`src/rtl/rice_csr_counter_pkg.sv`:
```
// Shared types and counter index constants for the CSR counter unit.
package rice_csr_counter_pkg;

    typedef logic [63:0] rice_counter_t;

    localparam logic [4:0] RICE_COUNTER_CYCLE    = 5'd0;
    localparam logic [4:0] RICE_COUNTER_INSTRET  = 5'd2;
    localparam logic [4:0] RICE_COUNTER_HPM_BASE = 5'd3;

    function automatic logic [31:0] rice_half(input rice_counter_t value, input logic high);
        return high ? value[63:32] : value[31:0];
    endfunction

endpackage

```
`src/rtl/rice_csr_counter_unit_if.sv`:
```
// CSR counter read/write bus: the master drives write/read selects, the unit returns read data.
interface rice_csr_counter_if #(
    parameter int XLEN = 32
);
    logic            i_write_valid;
    logic [4:0]      i_write_index;
    logic            i_write_high;
    logic [XLEN-1:0] i_write_data;
    logic [4:0]      i_read_index;
    logic            i_read_high;
    logic [XLEN-1:0] o_read_data;

    modport master (
        output i_write_valid, i_write_index, i_write_high, i_write_data,
        output i_read_index, i_read_high,
        input  o_read_data
    );

    modport slave (
        input  i_write_valid, i_write_index, i_write_high, i_write_data,
        input  i_read_index, i_read_high,
        output o_read_data
    );
endinterface

```
`src/rtl/rice_csr_counter_unit_counter.sv`:
```
// One 64-bit CSR counter with half/full write and an optional sticky wrap flag.
// Wrap flag exists only when RICE_CSR_COUNTER_OVERFLOW_EN is defined and OVERFLOW_EN is set.
module rice_csr_counter
    import rice_csr_counter_pkg::*;
#(
    parameter int XLEN        = 32,
    parameter bit OVERFLOW_EN = 1'b0
) (
    input  logic            i_clk,
    input  logic            i_rst,
    input  logic            i_increment,
    input  logic            i_write,
    input  logic            i_write_high,
    input  logic [XLEN-1:0] i_write_data,
    output rice_counter_t   o_value,
    output logic            o_overflow
);

    rice_counter_t count_q;
    rice_counter_t write_value;

    generate
        if (XLEN == 64) begin : g_full_write
            logic unused_write_high;
            assign unused_write_high = i_write_high;
            assign write_value       = rice_counter_t'(i_write_data);
        end else begin : g_half_write
            // The half not selected keeps its current value.
            assign write_value = i_write_high ? {i_write_data[31:0], count_q[31:0]}
                                              : {count_q[63:32], i_write_data[31:0]};
        end
    endgenerate

    // A write takes priority over the increment in the same cycle.
    always_ff @(posedge i_clk or posedge i_rst) begin
        if (i_rst) begin
            count_q <= '0;
        end else if (i_write) begin
            count_q <= write_value;
        end else if (i_increment) begin
            count_q <= count_q + 64'd1;
        end
    end

    assign o_value = count_q;

`ifdef RICE_CSR_COUNTER_OVERFLOW_EN
    generate
        if (OVERFLOW_EN) begin : g_overflow
            logic overflow_q;
            always_ff @(posedge i_clk or posedge i_rst) begin
                if (i_rst) begin
                    overflow_q <= 1'b0;
                end else if (i_write) begin
                    overflow_q <= 1'b0;
                end else if (i_increment && (count_q == '1)) begin
                    overflow_q <= 1'b1;
                end
            end
            assign o_overflow = overflow_q;
        end else begin : g_no_overflow
            assign o_overflow = 1'b0;
        end
    endgenerate
`else
    localparam bit unused_overflow_en = OVERFLOW_EN;
    assign o_overflow = 1'b0;
`endif

endmodule

```
`src/rtl/rice_csr_counter_unit.sv`:
```
// Machine counter block: cycle, instret and HPM_COUNTERS hpm counters behind a CSR bus.
// Optional sticky hpm overflow flags when RICE_CSR_COUNTER_OVERFLOW_EN is defined.
module rice_csr_counter_unit
    import rice_csr_counter_pkg::*;
#(
    parameter  int XLEN         = 32,
    parameter  int HPM_COUNTERS = 4,
    localparam int HPM_W        = (HPM_COUNTERS > 0) ? HPM_COUNTERS : 1
) (
    input  logic              i_clk,
    input  logic              i_rst,
    input  logic              i_retire,
    input  logic [HPM_W-1:0]  i_hpm_event,
    input  logic [31:0]       i_inhibit,
    rice_csr_counter_if.slave csr,
    output logic [HPM_W-1:0]  o_overflow
);

    rice_counter_t cycle_value;
    rice_counter_t instret_value;
    rice_counter_t hpm_value [HPM_W];
    rice_counter_t read_value;
    logic          unused_cycle_overflow;
    logic          unused_instret_overflow;
    logic          unused_inhibit;

    // Bit 1 and bits beyond the last implemented hpm have no counter behind them.
    assign unused_inhibit = ^i_inhibit;

    rice_csr_counter #(.XLEN(XLEN), .OVERFLOW_EN(1'b0)) u_cycle (
        .i_clk        (i_clk),
        .i_rst        (i_rst),
        .i_increment  (!i_inhibit[0]),
        .i_write      (csr.i_write_valid && (csr.i_write_index == RICE_COUNTER_CYCLE)),
        .i_write_high (csr.i_write_high),
        .i_write_data (csr.i_write_data),
        .o_value      (cycle_value),
        .o_overflow   (unused_cycle_overflow)
    );

    rice_csr_counter #(.XLEN(XLEN), .OVERFLOW_EN(1'b0)) u_instret (
        .i_clk        (i_clk),
        .i_rst        (i_rst),
        .i_increment  (i_retire && !i_inhibit[2]),
        .i_write      (csr.i_write_valid && (csr.i_write_index == RICE_COUNTER_INSTRET)),
        .i_write_high (csr.i_write_high),
        .i_write_data (csr.i_write_data),
        .o_value      (instret_value),
        .o_overflow   (unused_instret_overflow)
    );

    generate
        if (HPM_COUNTERS > 0) begin : g_hpm
            for (genvar k = 0; k < HPM_COUNTERS; k++) begin : g_ctr
                localparam logic [4:0] HPM_INDEX = RICE_COUNTER_HPM_BASE + 5'(k);
                rice_csr_counter #(.XLEN(XLEN), .OVERFLOW_EN(1'b1)) u_hpm (
                    .i_clk        (i_clk),
                    .i_rst        (i_rst),
                    .i_increment  (i_hpm_event[k] && !i_inhibit[3+k]),
                    .i_write      (csr.i_write_valid && (csr.i_write_index == HPM_INDEX)),
                    .i_write_high (csr.i_write_high),
                    .i_write_data (csr.i_write_data),
                    .o_value      (hpm_value[k]),
                    .o_overflow   (o_overflow[k])
                );
            end
        end else begin : g_no_hpm
            logic unused_hpm_event;
            assign unused_hpm_event = i_hpm_event[0];
            assign hpm_value[0]     = '0;
            assign o_overflow       = '0;
        end
    endgenerate

    // Index 1 and unimplemented hpm indices fall through to zero.
    always_comb begin
        read_value = '0;
        if (csr.i_read_index == RICE_COUNTER_CYCLE) begin
            read_value = cycle_value;
        end else if (csr.i_read_index == RICE_COUNTER_INSTRET) begin
            read_value = instret_value;
        end else begin
            for (int k = 0; k < HPM_COUNTERS; k++) begin
                if (csr.i_read_index == (RICE_COUNTER_HPM_BASE + 5'(k))) begin
                    read_value = hpm_value[k];
                end
            end
        end
    end

    generate
        if (XLEN == 64) begin : g_read_full
            logic unused_read_high;
            assign unused_read_high = csr.i_read_high;
            assign csr.o_read_data  = read_value[XLEN-1:0];
        end else begin : g_read_half
            assign csr.o_read_data = rice_half(read_value, csr.i_read_high);
        end
    endgenerate

endmodule
```
`src/flat_wrapper.sv`:
```
// flat-port wrapper written by rule: the top's interface ports become plain ports
module rice_csr_counter_unit_flat import rice_csr_counter_pkg::*;
#(
    parameter  int XLEN         = 32,
    parameter  int HPM_COUNTERS = 4,
    localparam int HPM_W        = (HPM_COUNTERS > 0) ? HPM_COUNTERS : 1
)
  (i_clk, i_rst, i_retire, i_hpm_event, i_inhibit, o_overflow, csr_i_write_valid, csr_i_write_index, csr_i_write_high, csr_i_write_data, csr_i_read_index, csr_i_read_high, csr_o_read_data);
  rice_csr_counter_if #(.XLEN(XLEN)) csr_i ();
  input  logic i_clk;
  input  logic i_rst;
  input  logic i_retire;
  input  logic [HPM_W-1:0] i_hpm_event;
  input  logic [31:0] i_inhibit;
  output logic [HPM_W-1:0] o_overflow;
  input wire logic [$bits(csr_i.i_write_valid)-1:0] csr_i_write_valid;
  input wire logic [$bits(csr_i.i_write_index)-1:0] csr_i_write_index;
  input wire logic [$bits(csr_i.i_write_high)-1:0] csr_i_write_high;
  input wire logic [$bits(csr_i.i_write_data)-1:0] csr_i_write_data;
  input wire logic [$bits(csr_i.i_read_index)-1:0] csr_i_read_index;
  input wire logic [$bits(csr_i.i_read_high)-1:0] csr_i_read_high;
  output wire logic [$bits(csr_i.o_read_data)-1:0] csr_o_read_data;
  assign csr_i.i_write_valid = csr_i_write_valid;
  assign csr_i.i_write_index = csr_i_write_index;
  assign csr_i.i_write_high = csr_i_write_high;
  assign csr_i.i_write_data = csr_i_write_data;
  assign csr_i.i_read_index = csr_i_read_index;
  assign csr_i.i_read_high = csr_i_read_high;
  assign csr_o_read_data = csr_i.o_read_data;
  rice_csr_counter_unit #(.XLEN(XLEN), .HPM_COUNTERS(HPM_COUNTERS)) u_core (.i_clk(i_clk), .i_rst(i_rst), .i_retire(i_retire), .i_hpm_event(i_hpm_event), .i_inhibit(i_inhibit), .csr(csr_i), .o_overflow(o_overflow));
endmodule
```
`config.mk`:
```
export PLATFORM = sky130hd
export DESIGN_NAME = rice_csr_counter_unit_flat
export DESIGN_NICKNAME = d
export VERILOG_FILES = /design/src/rtl/rice_csr_counter_pkg.sv /design/src/rtl/rice_csr_counter_unit_if.sv /design/src/rtl/rice_csr_counter_unit_counter.sv /design/src/rtl/rice_csr_counter_unit.sv /design/src/flat_wrapper.sv
export SDC_FILE = /design/constraint.sdc
export NUM_CORES = 2
export LEC_CHECK = 0
export CAP_MARGIN = 20
export CORE_AREA = 2 2 278 280
export CTS_BUF_LIST = sky130_fd_sc_hd__clkbuf_8
export DETAILED_ROUTE_END_ITERATION = 12
export DIE_AREA = 0 0 280 282
export PLACE_DENSITY_LB_ADDON = 0.12
export SYNTH_ARGS = -nofsm -noshare
export SYNTH_HDL_FRONTEND = slang
export SYNTH_SLANG_ARGS = --single-unit
export TNS_END_PERCENT = 20
```
`constraint.sdc`:
```
create_clock -name i_clk -period 25.7 [get_ports i_clk]
set_input_delay 5.14 -clock i_clk [delete_from_list [all_inputs] [get_ports i_clk]]
set_output_delay 5.14 -clock i_clk [all_outputs]
set_load 0.01 [all_outputs]
```
# --- Yosys cells after proc, flatten, opt, wreduce, memory -nomap -nowiden ---
# Cells that the tools add are included.
totals:
  ff_bits: 384
  latchBits: 0
  ramBits: 0
  romBits: 0
  inputBits: 84
  output_inout_bits: 36
  elab_cells: 96
  n_memories: 0
classes:
  addsub: 6
  multipliers: 0
  div: 0
  order_cmp: 0
  eq_ne: 23
  shift: 0
  mux: 20
  n_bitwise: 0
  reduce_logical: 35
op_table:
  columns: ["cell", "n"]
  rows:
  - ["64-bit two-way mux", 19]
  - ["64-bit by 1-bit adder with 64-bit output, second input constant", 6]
  - ["32-bit two-way mux", 1]
  - ["5-bit by 3-bit equality test with 1-bit output, second input constant", 6]
  - ["2-bit != test, second input constant", 12]
  - ["2-bit AND reduction", 12]
  - ["5-bit by 2-bit equality test with 1-bit output, second input constant", 4]
  - ["1-bit logical AND", 11]
  - ["5-bit logical NOT", 2]
  - ["2-bit nonzero test", 5]
  - ["1-bit logical NOT", 5]
  - ["2-bit by 1-bit != test with 1-bit output, second input constant", 1]

# --- Depth between registers and ports, before layout ---
depth:
  depth_word: 8
  mapped_depth: 10
  mapped_depth_nobuf: 7

# --- Cells and area by module ---
# Synthesis repeated with hierarchy kept, for this count alone.
hier_totals:
  cells_unflattened: 3808
  hier_area_um2: 29654.7
modules_own_cells:
  columns: ["module", "instances", "cells_each", "area_per_inst_um2", "seq_area_each_um2"]
  rows:
  - ["rice_csr_counter (u_core.g_hpm.g_ctr[0].u_hpm ...)", 5, 521, 4235.3, 1601.5]
  - ["rice_csr_counter_unit", 1, 700, 4398.0, 0.0]
  - ["rice_csr_counter (u_core.g_hpm.g_ctr[2].u_hpm)", 1, 503, 4080.2, 1601.5]

# --- Least setup slack after synthesis ---
# Ideal clock, no wire load.
synth_path:
  path_type: "input to output"
  start: "input port csr_i_read_index[0]"
  end: "output port csr_o_read_data[18]"
  arrival_time_ns: 6.981
  required_ns: 20.560
  setup_slack_ns: 13.579
  stages: 8
  n_path_buf: 3
  path_cell_list: "clkbuf_1 -> clkbuf_1 -> buf_1 -> nand2_1 -> o2bb2ai_1 -> a31oi_1 -> a211oi_1 -> a21oi_1"
synth_between:
  elab_chain_cells: 8
  word_cells_on_any_way: 13
  classes_between: "5 x eq/ne; 7 x mux; 1 x reduce/logical"
synth_lines:
  columns: ["item", "line", "source"]
  rows:
  - ["from (decl)", "flat_wrapper.sv:20", "input wire logic [$bits(csr_i.i_read_index)-1:0] csr_i_read_index;"]
  - ["5-bit by 2-bit equality test with 1-bit output", "rice_csr_counter_unit.sv:84", "if (csr.i_read_index == (RICE_COUNTER_HPM_BASE + 5'(k))) begin"]
  - ["64-bit two-way mux (4 in series)", "rice_csr_counter_unit.sv:84", null]
  - ["64-bit two-way mux", "rice_csr_counter_unit.sv:80", "end else if (csr.i_read_index == RICE_COUNTER_INSTRET) begin"]
  - ["64-bit two-way mux *", "rice_csr_counter_unit.sv:78", "if (csr.i_read_index == RICE_COUNTER_CYCLE) begin"]
  - ["32-bit two-way mux *", "rice_csr_counter_pkg.sv:11", "return high ? value[63:32] : value[31:0];"]
  - ["to (decl)", "flat_wrapper.sv:22", "output wire logic [$bits(csr_i.o_read_data)-1:0] csr_o_read_data;"]
# Mark *: on every way between the ends. The rest lies on a longest branch, timed or not.

# --- Worst setup path after layout ---
layout_path:
  start: "input port csr_i_read_index[3]"
  end: "output port csr_o_read_data[11]"
# The elaborated chain is that of the path after synthesis.

==> summary.md <==
| Metric | Value |
|---|---|
| Run status | completed |
| Sequential area share after synthesis | between 30% and 40% |
| Post-synthesis register bit count | 384 |
| First-pass GRT wire length | 219800 µm |
| # DRC | 0 |
| Simple-Gate Fraction of Synth Area | between 30 and 40% |
| Vias/cell | 7.071 |
| Grt ovf | 0 |
| Worst EP required | 20.56 ns |
| Clock Skew | 0.02273 ns |
| ANT nets after route | 0 |
| Clk network pwr share | 31.7% |
| Tightest Pin Transition | 1.276 ns |
| H-tree Lvls | 3 |
| Ys Warns | 0 |
| Core Area | 75700 µm² |
| DRT iter0 DRCs | 5226 |
| Detailed Place HPWL | 108000 µm |
| Starting Density | 35.81% |
| CTS tree | yes |
| Setup Total Neg Slack | 0 ns |
| Chip width | 280 µm |
| Int Pwr | roughly 1200 µW |
| Pwr per Cell Area | just under 70 nW/µm² |
| Most used flip-flop cell after synthesis | dfrtp_1 |
| Hold_ws | 0.5366 ns |
| Gp weighted congestion | 1.048 |
| Async set-reset flop share out of synthesis | 100.0% |
| Mux contribution to synthesized area | 2.474% |
| Post-synthesis xor/xnor area fraction | 0.9369% |
| Mapped Area | between 20000 and 30000 µm² |
| CTS Buf Count | about 80 |
| NetSw | 871.5 µW |
| Area growth, synth to finish | 12.31% |
| Layout cell share with drive strength beyond 1 | a little over 8% |
| Synth area leader | dfrtp_1 |
| Fin nets | 3565 |
| Crit Path Max Fanout | 60 |
| Peak VDD IR | 0.00003607 V |
| Clk Latency, worst-skew pair | 0.70 ns |
| Port bufs | 89 |
| Die height | 282 µm |
| Hold Path Class | flip-flop to flip-flop |
| Final Hold Fails | 0 |
| FF/Latch Area | 9609 µm² |
| CTS sink count | roughly 380 |
| Max-slew violations | 0 |
| Multi-input logic area | approximately 16000 µm² |
| Adder-cell share of the synthesized area | less than 1% |
| Total of max-cap violations | 0 |
| Post-synthesis compound-gate area fraction | between 20% and 30% |
| CP endpoint kind | output port |
| Drt pass-1 iters | 9 |
| Detailed Route WL | 156700 µm |
| Full die area | 78960 µm² |
| Gates resized, CTS repair | 0 |
| RSZ-0062 raised after global routing | no |
| Ranking of synthesized cells by area | dfrtp_1 35%, nand2_1 5.9%, nor2_1 4.7% |
| Comb pwr share | between 10% and 20% |
| Commonest cells in the synthesized netlist | 425 x nand2_1, 384 x dfrtp_1, 337 x nor2_1 |
| Clock Pin Slew Worst Setup and Hold Paths | 0.05 ns |
| Initial antenna violation count | 12 |
| Largest family of logic cells by synthesized area | simple AND/OR/NAND/NOR gates |
| Vias post-DR | between 30000 and 40000 |
| Share of the synthesized area in the top cell type | 35.45% |
| Leakage | 0.01145 µW |
| I/O pins | 120 |
| Register share of total power | around half |
| F_max | 68.76 MHz |
| Cell row count | 101 |
| Worst setup SP type | input pin |
| Cell variety after synth | 85 |
| Setup violations, final | 0 |
| EDFF count, synth | 0 |
| Tcrit/Tclk final | approximately 57% |
| Cts hold-fix bufs | 0 |
| CP Class | input pin to output port |
| Vias in the first global route | 29255 |
| Global-route usage over all layers | 38.86% |
| Count leader, synth | nand2_1 |
| Post-CTS Setup Bufs | 0 |
| Max-slew headroom | roughly 14% |
| Syn_area_per_cell | 7.781 µm² |
| Filler cells | 7784 |
| Switching share of power | 41.47% |
| Routed length per instance | ~35 µm |
| CTS max path bufs | 3 |
| Post-synthesis cell count | 3484 |
| Fin crit period | 14.54 ns |
| Largest net degree at the start of global routing | 94 |
| WP data arrival | 9.40 ns |
| Root buffer cell | clkbuf_8 |
## routing by layer
metal,vias to the layer above,share of wire (%),global-route usage [%]
li1,13372,-,-
met1,15781,39,53.68
met2,2362,39,52.16
met3,432,14,11.49
met4,6,7.3,25.17
met5,-,0.024,0
## worst paths after layout
check,from,end,slack [ns],cells past startpoint
worst max-delay path,csr_i_read_index[3],csr_o_read_data[11],11.16,9
worst min-delay path,u_core.g_hpm.g_ctr[1].u_hpm.o_value[45],u_core.g_hpm.g_ctr[1].u_hpm.o_value[45],0.54,1
worst max register to register,u_core.u_cycle.o_value[10],u_core.u_cycle.o_value[62],22.21,6
worst min register to register,u_core.g_hpm.g_ctr[1].u_hpm.o_value[45],u_core.g_hpm.g_ctr[1].u_hpm.o_value[45],0.54,1
max in group asynchronous,i_rst,u_core.u_instret.o_value[62],16.98,6
min in group asynchronous,i_rst,u_core.g_hpm.g_ctr[1].u_hpm.o_value[41],4.98,2
## layout make-up
type	instances	share of cell area, %
clock inverter	46	0.6123
antenna	3	0.02466
sequential	384	31.56
inverter	60	0.7644
timing repair buffer	176	4.907
clock buffer	100	4.520
multi-input combinational	2772	53.59
tap	978	4.019
## critical path, cell delays in order
cell and delay [ns]:
clkdlybuf4s50_1 0.64, nor3_1 0.71, and2_2 0.27, buf_4 0.58, a222oi_1 0.24, nand2_1 0.12, o21ai_0 0.08, o21ai_0 0.90
clkdlybuf4s50_1 0.71
## logic make-up after synthesis
group | Yosys count
buffers and inverters | 331
AND/OR/NAND/NOR | 1664
AO/OA/AOI/OAI | 1002
multiplexers | 67
flip-flops | 384
other | 1
XOR/XNOR | 29
adder cells (fa/ha/maj) | 6
## through the flow
step / area [µm²] / std cells / total power, µW / utilization [%] / worst slack [ns]
final: 30450 / 4519 / 2101 / 40.22 / 11.16
after global routing: 30440 / 4517 / 2162 / 40.22 / 11.17
after CTS: 30370 / 4513 / 2064 / 40.12 / 11.47
after detailed placement: 28810 / 4367 / 1401 / 38.06 / 11.49
after global placement: 28770 / 4364 / 1388 / 38.01 / 11.55
after floorplan: 27120 / 3487 / 1132 / - / 9.889
## power groups by stage
stage / clock network [µW] / registers [µW] / logic, µW
2_1_floorplan: 0 / 847 / 285
3_3_place_gp: 0 / 994 / 394
3_5_place_dp: 0 / 998 / 403
4_1_cts: 671 / 988 / 404
5_1_grt: 697 / 1020 / 448
6_report: 666 / 1020 / 415
## registers in the layout, summed over array words and instances (netlist names)
register	flops
u_core.g_hpm.g_ctr.u_hpm.o_value	256
u_core.u_cycle.o_value	64
u_core.u_instret.o_value	64
## layout by cell type, fill, tap and decap left out, types with 87 or more instances in the layout
| cell type | n |
|---|---|
| inv_1 | 97 |
| o21ai_0 | 208 |
| nand2_1 | 424 |
| o211ai_1 | 87 |
| nor2_1 | 327 |
| clkbuf_8 | 100 |
| a21oi_1 | 187 |
| nor3_1 | 148 |
| dfrtp_1 | 384 |
| nand4_1 | 130 |
| nand3_1 | 244 |
Power figures use the tool's default switching activity.
